===== config.mk =====
export PLATFORM = sky130hd
export DESIGN_NAME = iter_alu_flat
export DESIGN_NICKNAME = d
export VERILOG_FILES = /design/src/rtl/alu_pkg.sv /design/src/rtl/iter_alu_if.sv /design/src/rtl/iter_muldiv.sv /design/src/rtl/iter_alu.sv /design/src/flat_wrapper.sv
export SDC_FILE = /design/constraint.sdc
export NUM_CORES = 1
export LEC_CHECK = 0
export ABC_AREA = 1
export CAP_MARGIN = 40
export CORE_ASPECT_RATIO = 1.25
export CORE_MARGIN = 8
export CORE_UTILIZATION = 38
export CTS_CLUSTER_DIAMETER = 30
export DETAILED_ROUTE_END_ITERATION = 12
export HOLD_SLACK_MARGIN = 0.1
export MAX_ROUTING_LAYER = met4
export SLEW_MARGIN = 20
export SYNTH_ARGS = -nofsm -noshare
export SYNTH_HDL_FRONTEND = slang
export SYNTH_SLANG_ARGS = --single-unit

===== constraint.sdc =====
create_clock -name clk -period 3 [get_ports clk]
set_clock_uncertainty 0.2 [all_clocks]
set_input_delay 0.75 -clock clk [delete_from_list [all_inputs] [get_ports clk]]
set_output_delay 0.75 -clock clk [all_outputs]
set_load 0.05 [all_outputs]

===== src/rtl/alu_pkg.sv =====
// Shared types for the iterative ALU: op codes, FSM states, width floor.
package alu_pkg;

  localparam int MIN_WIDTH = 4;

  typedef enum logic [2:0] {
    OP_AND  = 3'd0,
    OP_OR   = 3'd1,
    OP_NOTB = 3'd2,
    OP_ADD  = 3'd3,
    OP_SUB  = 3'd4,
    OP_RSUB = 3'd5,
    OP_MUL  = 3'd6,
    OP_DIVU = 3'd7
  } alu_op_e;

  typedef enum logic [1:0] {
    ST_IDLE = 2'd0,
    ST_BUSY = 2'd1,
    ST_DONE = 2'd2
  } alu_state_e;

endpackage


===== src/rtl/iter_alu_if.sv =====
// Request/response bundle of the iterative ALU. The master side issues
// operands and consumes results; the slave side is the ALU itself.
interface iter_alu_if #(parameter int WIDTH = 16);
  logic             in_valid;
  logic             in_ready;
  logic [WIDTH-1:0] a;
  logic [WIDTH-1:0] b;
  logic [2:0]       op;
  logic             out_valid;
  logic             out_ready;
  logic [WIDTH-1:0] result;
  logic [WIDTH-1:0] remainder;
  logic             zero;
  logic             carry;
  logic             ovf;
  logic             div0;

  modport master (
    output in_valid, a, b, op, out_ready,
    input  in_ready, out_valid, result, remainder, zero, carry, ovf, div0
  );

  modport slave (
    input  in_valid, a, b, op, out_ready,
    output in_ready, out_valid, result, remainder, zero, carry, ovf, div0
  );
endinterface


===== src/rtl/iter_muldiv.sv =====
// Shared iterative engine: WIDTH-step shift-add multiply and, when
// ITER_ALU_DIV_EN is defined, WIDTH-step restoring unsigned divide.
// lo/hi present the value the registers take on the step where done is
// high: {hi,lo} = product, or hi = remainder, lo = quotient.
module iter_muldiv
  import alu_pkg::*;
#(
  parameter int WIDTH = 16
) (
  input  logic             clk,
  input  logic             rst_n,
  input  logic             start,
`ifdef ITER_ALU_DIV_EN
  input  logic             is_div,
`endif
  input  logic [WIDTH-1:0] a,
  input  logic [WIDTH-1:0] b,
  output logic             done,
  output logic [WIDTH-1:0] lo,
  output logic [WIDTH-1:0] hi
);

  localparam int CW = $clog2(WIDTH);

  logic             busy;
  logic [CW-1:0]    cnt;
  logic [WIDTH-1:0] acc;
  logic [WIDTH-1:0] sreg;
  logic [WIDTH-1:0] opnd;
  logic [WIDTH-1:0] step_acc;
  logic [WIDTH-1:0] step_sreg;
  logic [WIDTH:0]   sum;
`ifdef ITER_ALU_DIV_EN
  logic             div_q;
  logic [WIDTH:0]   shifted;
  logic             q_bit;
`endif

  // Next value of {acc,sreg} for one multiply or divide step.
  always_comb begin
    // NOTE: every combinational output gets a default first so no path leaves it unassigned (no latch).
    sum       = sreg[0] ? ({1'b0, acc} + {1'b0, opnd}) : {1'b0, acc};
    step_acc  = sum[WIDTH:1];
    step_sreg = {sum[0], sreg[WIDTH-1:1]};
`ifdef ITER_ALU_DIV_EN
    shifted   = {acc, sreg[WIDTH-1]};
    q_bit     = (shifted >= {1'b0, opnd});
    if (div_q) begin
      step_acc  = q_bit ? (shifted[WIDTH-1:0] - opnd) : shifted[WIDTH-1:0];
      step_sreg = {sreg[WIDTH-2:0], q_bit};
    end
`endif
  end

  assign done = busy && (cnt == CW'(WIDTH - 1));
  assign lo   = step_sreg;
  assign hi   = step_acc;

  // Load operands on start, then advance one step per cycle until done.
  always_ff @(posedge clk or negedge rst_n) begin
    // NOTE: sequential state uses non-blocking assignments so all registers update from pre-edge values.
    if (!rst_n) begin
      // NOTE: datapath registers are reset too, so nothing in the block is ever X after reset.
      busy  <= 1'b0;
      cnt   <= '0;
      acc   <= '0;
      sreg  <= '0;
      opnd  <= '0;
`ifdef ITER_ALU_DIV_EN
      div_q <= 1'b0;
`endif
    end else if (start) begin
      busy  <= 1'b1;
      cnt   <= '0;
      acc   <= '0;
      sreg  <= a;
      opnd  <= b;
`ifdef ITER_ALU_DIV_EN
      div_q <= is_div;
`endif
    end else if (busy) begin
      acc  <= step_acc;
      sreg <= step_sreg;
      cnt  <= cnt + 1'b1;
      if (done) busy <= 1'b0;
    end
  end

endmodule


===== src/rtl/iter_alu.sv =====
// Multi-cycle ALU with valid/ready on both sides. Logic/add/sub ops finish
// in one cycle; MUL (and DIVU when ITER_ALU_DIV_EN is defined) run WIDTH
// steps in iter_muldiv. Without ITER_ALU_DIV_EN, DIVU returns zero in one
// cycle and remainder/div0 are tied low. WIDTH must be at least MIN_WIDTH.
module iter_alu
  import alu_pkg::*;
#(
  parameter int WIDTH = 16
) (
  input  logic     clk,
  input  logic     rst_n,
  iter_alu_if.slave bus
);

  alu_state_e       state, next_state;
  alu_op_e          op_in;
  logic             accept;
  logic             long_op;
  logic             md_start;
  logic             md_done;
  logic [WIDTH-1:0] md_lo, md_hi;

  logic [WIDTH:0]   wide;
  logic [WIDTH-1:0] f_res;
  logic             f_carry, f_ovf;

  logic [WIDTH-1:0] res_q;
  logic             zero_q, carry_q, ovf_q;
`ifdef ITER_ALU_DIV_EN
  logic [WIDTH-1:0] f_rem, rem_q;
  logic             f_div0, div0_q, div_q;
`endif

  assign op_in = alu_op_e'(bus.op);

`ifdef ITER_ALU_DIV_EN
  assign long_op = (op_in == OP_MUL) || ((op_in == OP_DIVU) && (bus.b != '0));
`else
  assign long_op = (op_in == OP_MUL);
`endif

  // Single-cycle result and flags straight from the incoming operands.
  always_comb begin
    wide    = '0;
    f_res   = '0;
    f_carry = 1'b0;
    f_ovf   = 1'b0;
`ifdef ITER_ALU_DIV_EN
    f_rem   = '0;
    f_div0  = 1'b0;
`endif
    case (op_in)
      OP_AND:  f_res = bus.a & bus.b;
      OP_OR:   f_res = bus.a | bus.b;
      OP_NOTB: f_res = ~bus.b;
      OP_ADD: begin
        wide    = {1'b0, bus.a} + {1'b0, bus.b};
        f_res   = wide[WIDTH-1:0];
        f_carry = wide[WIDTH];
        f_ovf   = (bus.a[WIDTH-1] == bus.b[WIDTH-1]) && (f_res[WIDTH-1] != bus.a[WIDTH-1]);
      end
      OP_SUB: begin
        wide    = {1'b0, bus.a} - {1'b0, bus.b};
        f_res   = wide[WIDTH-1:0];
        f_carry = wide[WIDTH];
        f_ovf   = (bus.a[WIDTH-1] != bus.b[WIDTH-1]) && (f_res[WIDTH-1] != bus.a[WIDTH-1]);
      end
      OP_RSUB: begin
        wide    = {1'b0, bus.b} - {1'b0, bus.a};
        f_res   = wide[WIDTH-1:0];
        f_carry = wide[WIDTH];
        f_ovf   = (bus.b[WIDTH-1] != bus.a[WIDTH-1]) && (f_res[WIDTH-1] != bus.b[WIDTH-1]);
      end
`ifdef ITER_ALU_DIV_EN
      OP_DIVU: begin
        // Only reaches the output registers when b == 0.
        f_res  = '1;
        f_rem  = bus.a;
        f_div0 = 1'b1;
      end
`endif
      default: ;
    endcase
  end

  // FSM state register.
  always_ff @(posedge clk or negedge rst_n) begin
    if (!rst_n) state <= ST_IDLE;
    else        state <= next_state;
  end

  // Next state and accept decision.
  always_comb begin
    next_state = state;
    accept     = 1'b0;
    unique case (state)
      ST_IDLE: begin
        if (bus.in_valid) begin
          accept     = 1'b1;
          next_state = long_op ? ST_BUSY : ST_DONE;
        end
      end
      ST_BUSY: begin
        if (md_done) next_state = ST_DONE;
      end
      ST_DONE: begin
        if (bus.out_ready) begin
          if (bus.in_valid) begin
            accept     = 1'b1;
            next_state = long_op ? ST_BUSY : ST_DONE;
          end else begin
            next_state = ST_IDLE;
          end
        end
      end
      default: next_state = ST_IDLE;
    endcase
  end

  assign md_start = accept && long_op;

  iter_muldiv #(.WIDTH(WIDTH)) u_muldiv (
    .clk    (clk),
    .rst_n  (rst_n),
    .start  (md_start),
`ifdef ITER_ALU_DIV_EN
    .is_div (op_in == OP_DIVU),
`endif
    .a      (bus.a),
    .b      (bus.b),
    .done   (md_done),
    .lo     (md_lo),
    .hi     (md_hi)
  );

  // Result/flag registers: load on a single-cycle accept or on engine done.
  always_ff @(posedge clk or negedge rst_n) begin
    if (!rst_n) begin
      res_q   <= '0;
      zero_q  <= 1'b0;
      carry_q <= 1'b0;
      ovf_q   <= 1'b0;
`ifdef ITER_ALU_DIV_EN
      rem_q   <= '0;
      div0_q  <= 1'b0;
      div_q   <= 1'b0;
`endif
    end else if (accept) begin
`ifdef ITER_ALU_DIV_EN
      div_q <= (op_in == OP_DIVU);
`endif
      if (!long_op) begin
        res_q   <= f_res;
        zero_q  <= (f_res == '0);
        carry_q <= f_carry;
        ovf_q   <= f_ovf;
`ifdef ITER_ALU_DIV_EN
        rem_q   <= f_rem;
        div0_q  <= f_div0;
`endif
      end
    end else if (md_done) begin
      res_q   <= md_lo;
      zero_q  <= (md_lo == '0);
      carry_q <= 1'b0;
`ifdef ITER_ALU_DIV_EN
      ovf_q   <= !div_q && (md_hi != '0);
      rem_q   <= div_q ? md_hi : '0;
      div0_q  <= 1'b0;
`else
      ovf_q   <= (md_hi != '0);
`endif
    end
  end

  assign bus.in_ready  = (state == ST_IDLE) || ((state == ST_DONE) && bus.out_ready);
  assign bus.out_valid = (state == ST_DONE);
  assign bus.result    = res_q;
  assign bus.zero      = zero_q;
  assign bus.carry     = carry_q;
  assign bus.ovf       = ovf_q;
`ifdef ITER_ALU_DIV_EN
  assign bus.remainder = rem_q;
  assign bus.div0      = div0_q;
`else
  assign bus.remainder = '0;
  assign bus.div0      = 1'b0;
`endif

endmodule


===== src/flat_wrapper.sv =====
// flat-port wrapper written by rule: the top's interface ports become plain ports
module iter_alu_flat import alu_pkg::*;
#(
  parameter int WIDTH = 16
)
  (clk, rst_n, bus_in_valid, bus_a, bus_b, bus_op, bus_out_ready, bus_in_ready, bus_out_valid, bus_result, bus_remainder, bus_zero, bus_carry, bus_ovf, bus_div0);
  iter_alu_if #(.WIDTH(WIDTH)) bus_i ();
  input  logic clk;
  input  logic rst_n;
  input wire logic [$bits(bus_i.in_valid)-1:0] bus_in_valid;
  input wire logic [$bits(bus_i.a)-1:0] bus_a;
  input wire logic [$bits(bus_i.b)-1:0] bus_b;
  input wire logic [$bits(bus_i.op)-1:0] bus_op;
  input wire logic [$bits(bus_i.out_ready)-1:0] bus_out_ready;
  output wire logic [$bits(bus_i.in_ready)-1:0] bus_in_ready;
  output wire logic [$bits(bus_i.out_valid)-1:0] bus_out_valid;
  output wire logic [$bits(bus_i.result)-1:0] bus_result;
  output wire logic [$bits(bus_i.remainder)-1:0] bus_remainder;
  output wire logic [$bits(bus_i.zero)-1:0] bus_zero;
  output wire logic [$bits(bus_i.carry)-1:0] bus_carry;
  output wire logic [$bits(bus_i.ovf)-1:0] bus_ovf;
  output wire logic [$bits(bus_i.div0)-1:0] bus_div0;
  assign bus_i.in_valid = bus_in_valid;
  assign bus_i.a = bus_a;
  assign bus_i.b = bus_b;
  assign bus_i.op = bus_op;
  assign bus_i.out_ready = bus_out_ready;
  assign bus_in_ready = bus_i.in_ready;
  assign bus_out_valid = bus_i.out_valid;
  assign bus_result = bus_i.result;
  assign bus_remainder = bus_i.remainder;
  assign bus_zero = bus_i.zero;
  assign bus_carry = bus_i.carry;
  assign bus_ovf = bus_i.ovf;
  assign bus_div0 = bus_i.div0;
  iter_alu #(.WIDTH(WIDTH)) u_core (.clk(clk), .rst_n(rst_n), .bus(bus_i));
endmodule

Word-level counts from Yosys, hierarchy flattened. Cells that the tools add are included.

Flip-flop bits (word level): 74. Latch bits: 0. Memory bits (writable): 0. Bits in read-only memories: 0. Input port bits: 39. Output and inout bits: 38. Logic and storage cells: 87. Memories kept: 0.

Add/subtract/negate cells: 5. Multipliers: 0. Divide/modulo/power cells: 0. $lt $le $gt $ge: 0. Equal/unequal tests: 19. Shift operators: 0. Muxes and demuxes: 34. Bitwise logic cells: 3. Reduce and logical (&&, ||, !) cells: 16.

Operators with widths (number): 2-to-1 mux 16 bit (7); one-hot mux 16 bit (6 select lines) (1); adder 16 x 16 -> 17 bit (2); subtractor 16 x 16 -> 17 bit (2); zero test 16 bit (2); 2-to-1 mux 17 bit (1); bitwise AND 16 bit (1); NOT 16 bit (1); OR 16 bit (1); nonzero test 16 bit (1); 2-to-1 mux 1 bit (14); 2-to-1 mux 2 bit (5); == test 3 bit, second input constant (3); 2-to-1 mux 4 bit (2); == test 3 x 2 -> 1 bit, second input constant (2); logical AND 1 bit (6); != test 2 bit, second input constant (3); one-hot mux 1 bit (3 select lines) (2); one-hot mux 2 bit (3 select lines) (1); != test 1 bit (5); adder 4 x 1 -> 4 bit, second input constant (1); == test 4 bit, second input constant (1); nonzero test 2 bit (2); == test 3 x 1 -> 1 bit, second input constant (1); other kinds (10) (10).

Longest topological paths before layout. Gate-level depths: netlist of the first run.

Word-level depth: 6. Gate-level depth with buffers: 19. Depth with buffers taken out: 19.

Cells and area by module. A second synthesis of the first run with hierarchy kept.

Cells, all modules: 1334. Area total of the unflattened synthesis: 8262.9 sq um.

Modules (own cells, without submodules): iter_alu (times used 1, cells each 861, area an instance 4857.2 sq um, seq. area each 525.5 sq um); iter_muldiv (times used 1, cells each 473, area an instance 3405.8 sq um, seq. area each 1326.3 sq um).

Worst setup path before layout of the first run. OpenSTA, ideal clock, no wires.

Path type: input -> register. From: input port bus_b[0]. To: register u_core.zero_q, in the netlist u_core.bus.zero. Library setup time: 77 ps. Arrival time: 2505 ps. Required time: 2723 ps. Setup slack: 217 ps. Stages on the path: 14. Buffers on the path: 0. Cells stage by stage: ha_1 -> fa_1 -> or2_2 -> nand3_1 -> nand2_1 -> nor2_2 -> nand3_1 -> nor2_1 -> nand3_1 -> nor2_1 -> nand3_1 -> nor2_1 -> nand2_1 -> a21oi_1.

Longest elaborated chain between the ends: 5. Elaborated cells on any way between the ends: 10. Classes of those cells: 3 x add/sub; 3 x mux; 3 x bitwise; 1 x reduce/logical.

Ends and longest elaborated chain: from (decl) (RTL line flat_wrapper.sv:12) `input wire logic [$bits(bus_i.b)-1:0] bus_b;`; subtractor 16 x 16 -> 17 bit, or another cell as far along (RTL line iter_alu.sv:69) `wide = {1'b0, bus.b} - {1'b0, bus.a};`; one-hot mux 16 bit (6 select lines) (*) (RTL line iter_alu.sv:52) `case (op_in)`; zero test 16 bit (*) (RTL line iter_alu.sv:154) `zero_q <= (f_res == '0);`; 2-to-1 mux 1 bit (*) (RTL line iter_alu.sv:152) `if (!long_op) begin`; 2-to-1 mux 1 bit (*) (RTL line iter_alu.sv:148) `end else if (accept) begin`; to (signal assigned) (RTL line iter_alu.sv:154); to (signal assigned) (RTL line iter_alu.sv:164) `zero_q <= (md_lo == '0);`; to (decl) (RTL line iter_alu.sv:28) `logic zero_q, carry_q, ovf_q;`.

Every way passes the cells marked *; elsewhere a longest branch is shown, timed or not. The select of a mux whose other input is x is not followed. A chain may end at the register's enable or synchronous reset.

Final worst setup path of the first run.
From: input port bus_a[1]. To: register u_core.zero_q, in the netlist u_core.bus.zero.

Longest elaborated chain between the ends: 5. Elaborated cells on any way between the ends: 9. Classes of those cells: 3 x add/sub; 3 x mux; 2 x bitwise; 1 x reduce/logical.

Ends and longest elaborated chain: from (decl) (RTL line flat_wrapper.sv:11) `input wire logic [$bits(bus_i.a)-1:0] bus_a;`; subtractor 16 x 16 -> 17 bit, or another cell as far along (RTL line iter_alu.sv:69); one-hot mux 16 bit (6 select lines) (*) (RTL line iter_alu.sv:52); zero test 16 bit (*) (RTL line iter_alu.sv:154); 2-to-1 mux 1 bit (*) (RTL line iter_alu.sv:152); 2-to-1 mux 1 bit (*) (RTL line iter_alu.sv:148).

Marks and branches as above.

==> results of run 1 <==
[worst max path at each step]
stage	startpoint	endpoint	slack, ps	depth (start not counted)
finish	bus_a[1]	u_core.bus.zero$_DFFE_PN0P_	80	15
global route	bus_a[2]	u_core.bus.zero$_DFFE_PN0P_	-5	20
CTS	bus_b[3]	u_core.bus.zero$_DFFE_PN0P_	-1	16
detailed placement	bus_a[0]	u_core.bus.zero$_DFFE_PN0P_	-770	17
global placement	bus_b[4]	u_core.bus.result[9]$_DFFE_PN0P_	-710	15
floorplan	bus_b[0]	u_core.bus.zero$_DFFE_PN0P_	220	14
[flip-flops by register name, indices dropped and copies added (netlist names)]
| signal | count |
|---|---|
| u_core.bus.result | 16 |
| u_core.bus.carry | 1 |
| u_core.bus.zero | 1 |
| u_core.u_muldiv.cnt | 4 |
| u_core.u_muldiv.sreg | 16 |
| u_core.state | 2 |
| u_core.u_muldiv.acc | 16 |
| u_core.u_muldiv.opnd | 16 |
| u_core.bus.ovf | 1 |
| u_core.u_muldiv.busy | 1 |
[routing by layer]
layer  global-route usage, %  share of wire, %  vias up
met5                       -                 0        -
li1                        -                 -     4557
met3                    1.56               4.0       59
met2                    42.9                52      249
met1                    26.3                41     4392
met4                    8.74               3.3        0
[report_power, final]
part           internal (mW)  switching (mW)  total, mW
clock                  0.815           0.419       1.23
combinational           1.60            2.61       4.21
sequential              1.42           0.339       1.76
total                   3.83            3.37       7.21
[cell type report]
type / instances / area [um^2] / area share [%]
Clock buffer: 10 / 229 / 2.00
Clock inverter: 6 / 115 / 1.01
Inverter: 173 / 654 / 5.72
Multi-Input combinational cell: 963 / 5840 / 51.1
Sequential cell: 74 / 1850 / 16.2
Tap cell: 274 / 343 / 3.00
Timing Repair Buffer: 280 / 2400 / 21.0
[per-stage QoR]
stage	worst slack, ps	TNS, ps	power (mW)
finish	82.5	0	7.21
global route	-5.01	-5.01	7.77
CTS	-1.15	-1.15	7.11
detailed placement	-771	-11660	5.76
global placement	-710	-10700	5.71
floorplan	217	0	4.30
[layout by cell type, fill, tap and decap left out, drive strengths merged, types with 2 or more instances in the layout]
| cell type | Yosys | routed |
|---|---|---|
| a21o | 2 | 2 |
| a21oi | 83 | 83 |
| a221oi | 2 | 2 |
| a22oi | 8 | 8 |
| buf | 39 | 224 |
| bufinv | 0 | 3 |
| clkbuf | 13 | 11 |
| clkdlybuf4s15 | 0 | 2 |
| clkdlybuf4s50 | 0 | 31 |
| clkinv | 2 | 4 |
| conb | 1 | 17 |
| dfrtp | 74 | 74 |
| dlygate4sd2 | 0 | 9 |
| dlymetal6s2s | 0 | 13 |
| fa | 4 | 4 |
| ha | 82 | 82 |
| inv | 171 | 171 |
| nand2 | 341 | 341 |
| nand3 | 136 | 136 |
| nand3b | 3 | 3 |
| nand4 | 21 | 21 |
| nor2 | 116 | 116 |
| nor3 | 12 | 12 |
| nor4 | 2 | 2 |
| o21ai | 89 | 89 |
| o21bai | 7 | 7 |
| o221ai | 8 | 8 |
| o22ai | 20 | 20 |
| xor2 | 2 | 2 |
[repair_timing]
action / CTS / global route
endpoints found under the setup margin: 15 / 13
resized for setup: 103 / 119
pin swaps: 19 / 48
setup buffers: 6 / 12
[cell families after synthesis]
group	count (synthesis)	share of synthesized area [%]
flip-flops	74	23.3
multiplexers	1	0.126
AO/OA/AOI/OAI	223	16.1
buffers and inverters	225	12.2
adder cells (fa/ha/maj)	86	13.9
AND/OR/NAND/NOR	634	34.1
other	1	0.0472
XOR/XNOR	2	0.221
==> Flow_metrics.wiki, run 1 <==
{| class="wikitable"
! Metric !! Value
|-
| Final worst-path cycle share || between 90% and 100%
|-
| Mean Syn Cell Area || between 6 and 7 um^2
|-
| Critical path capture point type || flip-flop
|-
| Run status || complete, no violations
|-
| Final-report max-slew violation count || 0
|-
| Total Die Area || between 0.02 and 0.03 mm^2
|-
| CP startpoint kind || input port
|-
| Most used cell along the critical path || sky130_fd_sc_hd__nand3_1
|-
| Via density per instance || 5.20
|-
| Clk_lat worst skew || approximately 340 ps
|-
| Effective utilization at floorplan || 38.4%
|-
| Number of global-route vias before repair || 9084
|-
| Detailed-route wire length per cell || around 17 um
|-
| Final antenna diode count || 0
|-
| Highest fanout seen on the critical path || 5
|-
| Top_reg_cell synth || sky130_fd_sc_hd__dfrtp_1
|-
| Final critical path time including I/O delays and setup || approximately 2900 ps
|-
| Area leader, netlist || sky130_fd_sc_hd__dfrtp_1
|-
| Sequential cell area fraction in the yosys report || 23.3%
|-
| Post-Place Cell Area || just over 0.01 mm^2
|-
| Number of buffers added to fix hold violations after cts || 0
|-
| Floorplan die width || between 100 and 150 um
|-
| Worst hold slack across all endpoints || about 180 ps
|-
| Number of violations of the max-capacitance limit || 0
|-
| Number of H-tree levels || 3
|-
| Total half-perimeter wirelength after legalization and detailed placement || 24.5 mm
|-
| Synth warnings || 0
|-
| Library cell used as clock root buffer || sky130_fd_sc_hd__clkbuf_16
|-
| Number of placement rows || a little under 60
|-
| Wire length of the first global-routing pass || 46.8 mm
|-
| Fraction of registers with async set or reset after synthesis || 100%
|-
| Core ar. || about 0.021 mm^2
|-
| Path depth of the worst reg2reg path || 13
|-
| Share of post-route cells with drive strength above 1 || between 20% and 30%
|-
| Overall Global Routing Usage || between 20% and 30%
|-
| Antenna violation net count after detailed routing || 0
|-
| Die Ht || roughly 180 um
|-
| Relative slew slack || between 60% and 70%
|-
| Number of buffers on the longest clock path || 2
|-
| Clock tree from TritonCTS || built
|-
| Area share of the leading cell type in the synthesized netlist || around a quarter
|-
| Cell Count Post-Placement || 1746
|-
| Netlist area before placement || ~0.0079 mm^2
|-
| Critical-path top delay cell || sky130_fd_sc_hd__fa_2
|-
| Drt initial violations || 663
|-
| Setup slack on the worst flop-to-flop path || 270 ps
|-
| CP bufs+invs || 2
|-
| RD Place Congestion || ~0.94
|-
| Leading cell types by total area after synthesis || sky130_fd_sc_hd__dfrtp_1 23%, sky130_fd_sc_hd__nand2_1 16%, sky130_fd_sc_hd__ha_1 13%
|-
| Overflow after GRT || 0
|-
| Cell variety after synth || 45
|-
| FF-to-FF Start || u_core.u_muldiv.acc[0]$_DFFE_PN0P_
|-
| Highest clock frequency the design can meet || around 0.34 GHz
|-
| Leakage || roughly 6 nW
|-
| Data required, critical path || 3060 ps
|-
| Post-layout instance count excluding filler cells || 1780
|-
| PortBufs || slightly below 60
|-
| Max stage delay on crit path || roughly 360 ps
|-
| Number of fill cells in the layout || roughly 2000
|-
| Worst Path Arrival || approximately 3000 ps
|-
| Count of TritonRoute iterations in the first routing pass || 5
|-
| Sinks on Clock Net || 74
|-
| Final Instance Area || approximately 0.011 mm^2
|-
| Slew @ Worst Pin || 537 ps
|-
| Critical-path cell list || dlygate4sd2_1 -> buf_6 -> fa_2 -> or2_2 -> nand3_1 -> nand2_2 -> nor2_4 -> nand3_1 -> nor2_2 -> nand3_2 -> nor2_2 -> nand3_1 -> nor2_1 -> nand2_1 -> a21oi_1
|-
| Clock slew seen by the registers of the worst setup and hold paths || about 60 ps
|-
| Leading post-synthesis cells by instance count || 338 x sky130_fd_sc_hd__nand2_1, 157 x sky130_fd_sc_hd__inv_1, 133 x sky130_fd_sc_hd__nand3_1, 108 x sky130_fd_sc_hd__nor2_1, 82 x sky130_fd_sc_hd__ha_1
|-
| Crit path kind || in2reg
|-
| Total number of nets in the final design || approximately 1600
|-
| Number of instances in the synthesized netlist || roughly 1200
|-
| Synthesized flop and latch total || between 70 and 80
|-
| Residual DRC || 0
|-
| Ratio of total power to cell area || between 600 and 700 mW/mm^2
|-
| Largest delay share family, worst path || simple AND/OR/NAND/NOR gates
|-
| Area growth from synthesis to layout || 44.1%
|-
| VDD IR max || 0.000315 V
|-
| # IOs || 77
|-
| DRT Wirelength || roughly 30 mm
|-
| Utilization after layout || between 50% and 60%
|-
| Terminus of the critical flop-to-flop path || u_core.bus.ovf$_DFFE_PN0P_
|-
| Number of synthesized flops with an enable pin || 0
|-
| Class of the tightest hold or removal check || in2async
|-
| Most numerous cell in the Yosys netlist || sky130_fd_sc_hd__nand2_1
|-
| Hold Fails Final Rpt || 0
|-
| Antenna violations before repair || 0
|-
| Total of endpoints with negative setup slack in the final report || 0
|-
| Pin count of the biggest net entering global routing || 42
|-
| Via count || about 9000
|-
| Clock buffers created by TritonCTS || 9
|}
No activity file was read; power rests on OpenSTA's default activity.
==> inputs of run 2 (changes only) <==
--- a/config.mk
+++ b/config.mk
@@ -6,13 +6,12 @@
 export NUM_CORES = 1
 export LEC_CHECK = 0
 export ABC_AREA = 1
-export CAP_MARGIN = 40
 export CORE_ASPECT_RATIO = 1.25
 export CORE_MARGIN = 8
 export CORE_UTILIZATION = 38
 export CTS_CLUSTER_DIAMETER = 30
 export DETAILED_ROUTE_END_ITERATION = 12
-export HOLD_SLACK_MARGIN = 0.1
+export HOLD_SLACK_MARGIN = 0.03
 export MAX_ROUTING_LAYER = met4
 export SLEW_MARGIN = 20
 export SYNTH_ARGS = -nofsm -noshare
==> results of run 2 <==
No change in the layout: final DEF, timing and power equal those of run 1.
==> inputs of run 3 (changes only) <==
--- a/config.mk
+++ b/config.mk
@@ -10,6 +10,7 @@
 export CORE_MARGIN = 8
 export CORE_UTILIZATION = 38
 export CTS_CLUSTER_DIAMETER = 30
+export CTS_CLUSTER_SIZE = 12
 export DETAILED_ROUTE_END_ITERATION = 12
 export HOLD_SLACK_MARGIN = 0.03
 export MAX_ROUTING_LAYER = met4
==> results of run 3 <==
No change in the layout: final DEF, timing and power equal those of run 1.
